**src/rtl/intpol2_nch_core.sv**
```systemverilog
`default_nettype none
// ============================================================================
// Module   : intpol2_nch_core
// Purpose  : N-channel second-order (3-tap) interpolator. A shared phase
//            accumulator walks a Q0.M_bits position across a sliding window
//            M0/M1/M2 of input samples and evaluates a quadratic through the
//            window for every output beat. All channels share one controller.
// Options  : define INTPOL2_NCH_SAT_EN to saturate each channel output to the
//            sample range; otherwise outputs wrap to DATAPATH_WIDTH bits.
// Revision : 1.0 - initial release
// ============================================================================
module intpol2_nch_core #(
  parameter int DATAPATH_WIDTH = 12,
  parameter int M_bits         = 11,
  parameter int N_CH           = 2,
  parameter int CONFIG_WIDTH   = 32
) (
  input  logic                           clk,
  input  logic                           rst,
  input  logic                           start,
  input  logic [4*CONFIG_WIDTH-1:0]      config_reg,
  input  logic                           s_valid,
  output logic                           s_ready,
  input  logic [N_CH*DATAPATH_WIDTH-1:0] s_data,
  output logic                           m_valid,
  input  logic                           m_ready,
  output logic [N_CH*DATAPATH_WIDTH-1:0] m_data,
  output logic [7:0]                     status_reg
);

  localparam int c_DW = DATAPATH_WIDTH;
  // Polynomial coefficients are carried at three bits above the sample width.
  localparam int c_IW = DATAPATH_WIDTH + 3;
  // Working width for the Horner products; comfortably covers x*coefficient.
  localparam int c_WW = DATAPATH_WIDTH + M_bits + 8;

  localparam logic [M_bits:0]         c_STEP_FULL = {1'b1, {M_bits{1'b0}}};
  localparam logic [CONFIG_WIDTH-1:0] c_CNT_ONE   = {{(CONFIG_WIDTH-1){1'b0}}, 1'b1};
  localparam logic signed [c_WW-1:0]  c_Y_MAX     = {{(c_WW-c_DW+1){1'b0}}, {(c_DW-1){1'b1}}};
  localparam logic signed [c_WW-1:0]  c_Y_MIN     = ~c_Y_MAX;

  typedef enum logic [2:0] {
    IDLE  = 3'd0,
    FILL  = 3'd1,
    RUN   = 3'd2,
    SHIFT = 3'd3,
    DONE  = 3'd4
  } state_t;

  state_t                         r_state;
  logic [M_bits:0]                r_step;
  logic [CONFIG_WIDTH-1:0]        r_ilen;
  logic [CONFIG_WIDTH-1:0]        r_load_cnt;
  logic [CONFIG_WIDTH-1:0]        r_out_cnt;
  logic [M_bits-1:0]              r_x;
  logic [1:0]                     r_fill_cnt;
  logic                           r_m_valid;
  logic [N_CH*c_DW-1:0]           r_m_data;
  logic signed [c_DW-1:0]         r_m0 [N_CH];
  logic signed [c_DW-1:0]         r_m1 [N_CH];
  logic signed [c_DW-1:0]         r_m2 [N_CH];

  logic signed [c_DW-1:0]         w_s_ch [N_CH];
  logic [N_CH*c_DW-1:0]           w_y;
  logic                           w_cfg_bypass;
  logic [M_bits:0]                w_cfg_step;
  logic [CONFIG_WIDTH-1:0]        w_cfg_ilen;
  logic                           w_bypass;
  logic                           w_m_fire;
  logic                           w_out_room;
  logic                           w_more;
  logic                           w_done_hit;
  logic                           w_last_load;
  logic                           w_load;
  logic [M_bits+1:0]              w_x_sum;
  logic                           w_carry;
  logic                           w_unused_cfg;

  // Quadratic through (0,m0),(1,m1),(2,m2) evaluated at fractional x.
  function automatic logic signed [c_DW-1:0] f_interp(
    input logic signed [c_DW-1:0] m0,
    input logic signed [c_DW-1:0] m1,
    input logic signed [c_DW-1:0] m2,
    input logic [M_bits-1:0]      x
  );
    logic signed [c_WW-1:0] a0, a1, a2, xs, p1, p2, acc;
    logic signed [c_IW-1:0] p1_n, p2_n;
    a0   = {{(c_WW-c_DW){m0[c_DW-1]}}, m0};
    a1   = {{(c_WW-c_DW){m1[c_DW-1]}}, m1};
    a2   = {{(c_WW-c_DW){m2[c_DW-1]}}, m2};
    xs   = {{(c_WW-M_bits){1'b0}}, x};
    p1   = ((a1 <<< 2) - a0 - (a0 <<< 1) - a2) >>> 1;
    p2   = (a0 - (a1 <<< 1) + a2) >>> 1;
    p1_n = p1[c_IW-1:0];
    p2_n = p2[c_IW-1:0];
    p1   = {{(c_WW-c_IW){p1_n[c_IW-1]}}, p1_n};
    p2   = {{(c_WW-c_IW){p2_n[c_IW-1]}}, p2_n};
    acc  = p1 + ((xs * p2) >>> M_bits);
    acc  = a0 + ((xs * acc) >>> M_bits);
`ifdef INTPOL2_NCH_SAT_EN
    if (acc > c_Y_MAX) begin
      acc = c_Y_MAX;
    end else if (acc < c_Y_MIN) begin
      acc = c_Y_MIN;
    end
`endif
    return acc[c_DW-1:0];
  endfunction

  // Per-channel input unpacking and interpolation
  genvar gi;
  generate
    for (gi = 0; gi < N_CH; gi++) begin : g_ch
      assign w_s_ch[gi]              = s_data[gi*c_DW +: c_DW];
      assign w_y[gi*c_DW +: c_DW]    = f_interp(r_m0[gi], r_m1[gi], r_m2[gi], r_x);
    end
  endgenerate

  assign w_cfg_bypass = config_reg[0];
  assign w_cfg_step   = config_reg[CONFIG_WIDTH +: (M_bits+1)];
  assign w_cfg_ilen   = config_reg[2*CONFIG_WIDTH +: CONFIG_WIDTH];
  // Reserved word and unused config bits are deliberately ignored.
  assign w_unused_cfg = ^config_reg;

  // Bypass is only honoured while idle and never while reset is asserted.
  assign w_bypass    = (r_state == IDLE) && w_cfg_bypass && !rst;
  assign w_m_fire    = r_m_valid && m_ready;
  assign w_out_room  = !r_m_valid || m_ready;
  assign w_more      = (r_ilen == '0) || (r_load_cnt != r_ilen);
  assign w_done_hit  = (r_ilen != '0) && (r_out_cnt == r_ilen);
  // The final output of a bounded run never requests another input sample.
  assign w_last_load = (r_ilen != '0) && ((r_load_cnt + c_CNT_ONE) == r_ilen);
  assign w_load      = (r_state == RUN) && w_out_room && w_more && !w_done_hit;
  assign w_x_sum     = {2'b00, r_x} + {1'b0, r_step};
  assign w_carry     = (w_x_sum[M_bits+1:M_bits] != 2'b00);

  // Output port steering: live pass-through in bypass, registered otherwise
  always_comb begin
    if (w_bypass) begin
      m_valid = s_valid;
      m_data  = s_data;
      s_ready = m_ready;
    end else begin
      m_valid = r_m_valid;
      m_data  = r_m_data;
      s_ready = (r_state == FILL) || (r_state == SHIFT);
    end
  end

  // Status flags derived from the controller state and handshake lines
  always_comb begin
    status_reg    = 8'h00;
    status_reg[0] = (r_state == DONE);
    status_reg[1] = (r_state == FILL) || (r_state == RUN) || (r_state == SHIFT);
    status_reg[2] = ((r_state == FILL) || (r_state == SHIFT)) && !s_valid;
    status_reg[3] = m_valid && !m_ready;
    status_reg[5] = w_bypass;
  end

  // Controller, sample window, phase accumulator and output register
  always_ff @(posedge clk or posedge rst) begin
    if (rst) begin
      r_state    <= IDLE;
      r_step     <= '0;
      r_ilen     <= '0;
      r_load_cnt <= '0;
      r_out_cnt  <= '0;
      r_x        <= '0;
      r_fill_cnt <= '0;
      r_m_valid  <= 1'b0;
      r_m_data   <= '0;
      for (int i = 0; i < N_CH; i++) begin
        r_m0[i] <= '0;
        r_m1[i] <= '0;
        r_m2[i] <= '0;
      end
    end else begin
      if (w_m_fire) begin
        r_out_cnt <= r_out_cnt + c_CNT_ONE;
      end

      if (w_load) begin
        r_m_valid <= 1'b1;
        r_m_data  <= w_y;
      end else if (w_m_fire) begin
        r_m_valid <= 1'b0;
      end

      case (r_state)
        IDLE: begin
          if (start && !w_cfg_bypass) begin
            r_step     <= (w_cfg_step == '0) ? c_STEP_FULL : w_cfg_step;
            r_ilen     <= w_cfg_ilen;
            r_load_cnt <= '0;
            r_out_cnt  <= '0;
            r_x        <= '0;
            r_fill_cnt <= '0;
            r_state    <= FILL;
          end
        end
        FILL: begin
          if (s_valid) begin
            for (int i = 0; i < N_CH; i++) begin
              case (r_fill_cnt)
                2'd0:    r_m0[i] <= w_s_ch[i];
                2'd1:    r_m1[i] <= w_s_ch[i];
                default: r_m2[i] <= w_s_ch[i];
              endcase
            end
            if (r_fill_cnt == 2'd2) begin
              r_state <= RUN;
            end else begin
              r_fill_cnt <= r_fill_cnt + 2'd1;
            end
          end
        end
        RUN: begin
          if (w_done_hit) begin
            r_state <= DONE;
          end else if (w_load) begin
            r_load_cnt <= r_load_cnt + c_CNT_ONE;
            r_x        <= w_x_sum[M_bits-1:0];
            if (w_carry && !w_last_load) begin
              r_state <= SHIFT;
            end
          end
        end
        SHIFT: begin
          if (s_valid) begin
            for (int i = 0; i < N_CH; i++) begin
              r_m0[i] <= r_m1[i];
              r_m1[i] <= r_m2[i];
              r_m2[i] <= w_s_ch[i];
            end
            r_state <= RUN;
          end
        end
        DONE: begin
          r_state <= IDLE;
        end
        default: begin
          r_state <= IDLE;
        end
      endcase
    end
  end

endmodule
`default_nettype wire
```
**config.mk**
```make
export PLATFORM = sky130hd
export DESIGN_NAME = intpol2_nch_core
export DESIGN_NICKNAME = d
export VERILOG_FILES = /design/src/rtl/intpol2_nch_core.sv
export SDC_FILE = /design/constraint.sdc
export NUM_CORES = 2
export LEC_CHECK = 0
export CAP_MARGIN = 10
export CORE_ASPECT_RATIO = 1.1
export CORE_MARGIN = 3
export CORE_UTILIZATION = 55
export DETAILED_ROUTE_END_ITERATION = 10
export GPL_TIMING_DRIVEN = 0
export HOLD_SLACK_MARGIN = 0.1
export PLACE_DENSITY = 0.83
export SLEW_MARGIN = 20
export SYNTH_ARGS = -nofsm -noshare
export SYNTH_HDL_FRONTEND = slang
export SYNTH_SLANG_ARGS = --single-unit
```
**constraint.sdc**
```tcl
create_clock -name clk -period 14.64 [get_ports clk]
set_input_delay 2.928 -clock clk [delete_from_list [all_inputs] [get_ports clk]]
set_output_delay 2.928 -clock clk [all_outputs]
set_load 0.02 [all_outputs]
```
==> out/qor.yml <==
power:
  p_per_area_nw_per_um2: 73.7
  vdd_drop_max_uv: 91.5
  p_leak_nw: 22.3
setup_path:
  slowest_delay_ns: 0.60
  critPathMostFrequentCell: "fa_1"
  critPathSlowestCell: "fa_1"
  worstPathArrival_ns: 15.70
  crit_path_start_kind: "register"
  path_max_fanout: 10
  cp_data_required_time_ns: 15.00
  cp-end-kind: "register"
  rr_worst_depth: 62
  crit_type: "register to register"
run:
  cap_violations: 0
status:
  status: "finished, violations left"
  violations: "negative setup slack"
yosys:
  synth.most_common_cell: "inv_1"
  post-synth-top-area-cell: "fa_1"
  yosys.area_share.simple_pct: 16.7
  ys_top_cells_by_area: "fa_1 (32%), dfrtp_1 (14%), ha_1 (10%)"
  synth_compound_area_share_pct: 8.39
  syn_avg_cell_area_sq_um: 8.61
  synth-adder-area-share_pct: 42.3
  synth_top_family_by_area: "adder cells"
  ys_seq_area_share_pct: 14.1
  syn_inst: 4541
  ys_warn_count: 0
  ys.flop_type: "dfrtp_1"
  netlist_area_sq_um: 39100
  yosys-top-cells-count: "inv_1 (906), nand2_1 (741), fa_1 (621)"
  yosysTopAreaCellShare_pct: 31.8
  synthArstFlopShare_pct: 100
  muxShareOfSynthArea_pct: 0.857
  synth_edf_count: 0
  ys_ff_latch: 221
  synthXorXnorAreaFrac_pct: 6.75
  netlist-cell-type-count: 88
placed_design:
  port_buffers: 104
  dp.cells: 5576
  place_congestion: 0.988
  dp_hpwl_mm: 89.5
sta:
  hold_viol_final: 0
  finalCritPeriodShare_pct: 105
  layout_min_cycle_time_ns: 15.34
  drv_slew: 0
  tightestPinTransition_ns: 1.21
  finalSetupTns_ns: -0.717
  finalSetupViolations: 2
  setup_slack_ns: -0.700
  clock.fmax_ghz: 0.0652
  slew_headroom_pct: 19.6
  fin_skew_ns: 0.0166
  rsz0062_at_grt: "yes"
floorplan:
  die_h_um: 286
  start_util_pct: 56.1
  dieArea_sq_um: 74300
  die_w_um: 260
  ios: 191
  num_rows: 101
  core_sq_um: 69800
route:
  ant_nets: 0
  route.vias.total: 33041
  viasPerCell: 5.77
  drt_first_iter_violations: 3101
  wl_per_cell_um: 20.8
  drcViolationCount: 0
  wirelength_mm: 119
  first_pass_iters: 6
clock_network:
  cts.sinks: 221
  clock_path_buffers: 3
  clk_pin_slew_ns: 0.07
  cts_buffers: 19
  cts_htree_levels: 1
  worst_skew_pair.late_latency_ns: 0.51
  cts_tree: "yes"
  clk_root_buffer_cell: "clkbuf_16"
cells_and_area:
  syn2layout_area_growth_pct: 13.4
  stdcell_count: 5730
  drive_above_1_share_pct: 9.84
  nNetsFinal: 5894
grt:
  grt_overflow_total: 0
  grt_pass1_wl_mm: 180
  grt_max_degree: 95
  antenna_found_initial: 7
  track_usage_pct: 31.0
  grt_pass1_vias: 33998
worst_hold_path:
  hp-class: "register to register"
  min_path_cells: 2
## cells by family after synthesis
kind of cell,Yosys count
DFF,221
buffers and inverters,1114
and+or+nand+nor,1405
muxes,30
AOI/OAI and AO/OA,525
xor gates and xnor gates,296
other,1
adders and majority gates,949
## routing by layer
layer / vias up / part of all wire (%) / track usage, %
li1: 14431 / - / -
met1: 16126 / 34 / 36.4
met2: 1854 / 47 / 51.7
met3: 626 / 9.7 / 6.01
met4: 4 / 9.0 / 21.0
met5: - / 0.024 / 0
## final cells by class
class / count / area [sq um]
Timing Repair Buffer: 223 / 2010
Inverter: 907 / 3420
Sequential cell: 221 / 5540
Multi-Input combinational cell: 3209 / 30600
Clock buffer: 20 / 489
Tap cell: 927 / 1160
Fill cell: 5462 / 25400
Antenna cell: 5 / 12.5
Clock inverter: 11 / 71.3
Buffer: 207 / 1040
## critical path, delay by kind of cell, from the launching register on
family / cells / cell delay [ns]
xor gates and xnor gates: 7 / 1.60
adders and majority gates: 16 / 7.40
DFF: 1 / 0.40
buffers and inverters: 10 / 1.07
AOI/OAI and AO/OA: 18 / 3.13
and+or+nand+nor: 11 / 1.54
## power breakdown
group          total, mW  switching (mW)  internal [mW]  leakage (nW)
combinational       2.09            1.27          0.820          19.2
sequential         0.690          0.0465          0.644          2.86
clock              0.485           0.239          0.245         0.278
## cells in the final DEF, fill, tap and decap left out, types with 127 or more instances in the layout
cell type / instances
and2_1: 206
clkbuf_1: 145
dfrtp_1: 213
fa_1: 616
ha_1: 302
inv_1: 894
nand2_1: 733
nor2_1: 127
xnor2_1: 136
xor2_1: 128
## registers in the layout, indices dropped and copies added, names as in the netlist
name	count
r_x	11
r_m1	24
r_step	12
r_load_cnt	32
r_m_valid	1
r_m2	24
r_m_data	24
r_state	3
r_out_cnt	32
r_m0	24
r_fill_cnt	2
r_ilen	32
## final timing paths
check                                          from                        to  slack [ns]
hold / removal             r_m_data[16]$_DFFE_PP0P_  r_m_data[16]$_DFFE_PP0P_        0.49
setup / recovery               r_m2[14]$_DFFE_PP0P_  r_m_data[11]$_DFFE_PP0P_       -0.70
hold reg to reg            r_m_data[16]$_DFFE_PP0P_  r_m_data[16]$_DFFE_PP0P_        0.49
max in group asynchronous                       rst   r_m_data[9]$_DFFE_PP0P_       11.05
setup reg to reg               r_m2[14]$_DFFE_PP0P_  r_m_data[11]$_DFFE_PP0P_       -0.70
min in group asynchronous                       rst     r_ilen[0]$_DFFE_PP0P_        2.81
## per-stage QoR
| stage | hold slack, ns | utilization, % | power [mW] | setup WS (ns) | cell area [sq um] |
|---|---|---|---|---|---|
| floorplan | 0.450 | - | 1.67 | 0.188 | 39100 |
| global placement | 0.465 | 59.2 | 2.12 | -2.63 | 41300 |
| detailed placement | 0.475 | 59.3 | 2.16 | -2.29 | 41400 |
| CTS | 0.491 | 62.0 | 2.97 | -0.0334 | 43200 |
| global route | 0.503 | 63.6 | 3.39 | -0.919 | 44300 |
| finish | 0.491 | 63.6 | 3.27 | -0.700 | 44400 |
## repair_timing
action / CTS / global route
hold endpoints to repair: 0 / 0
hold buffers: 0 / 0
pin swaps: 82 / 119
buffers inserted: 66 / 51
gates resized for setup: 197 / 183
endpoints found under the setup margin: 19 / 15
cloned: 1 / 0
Note: power is estimated with default switching activity, not from simulation.
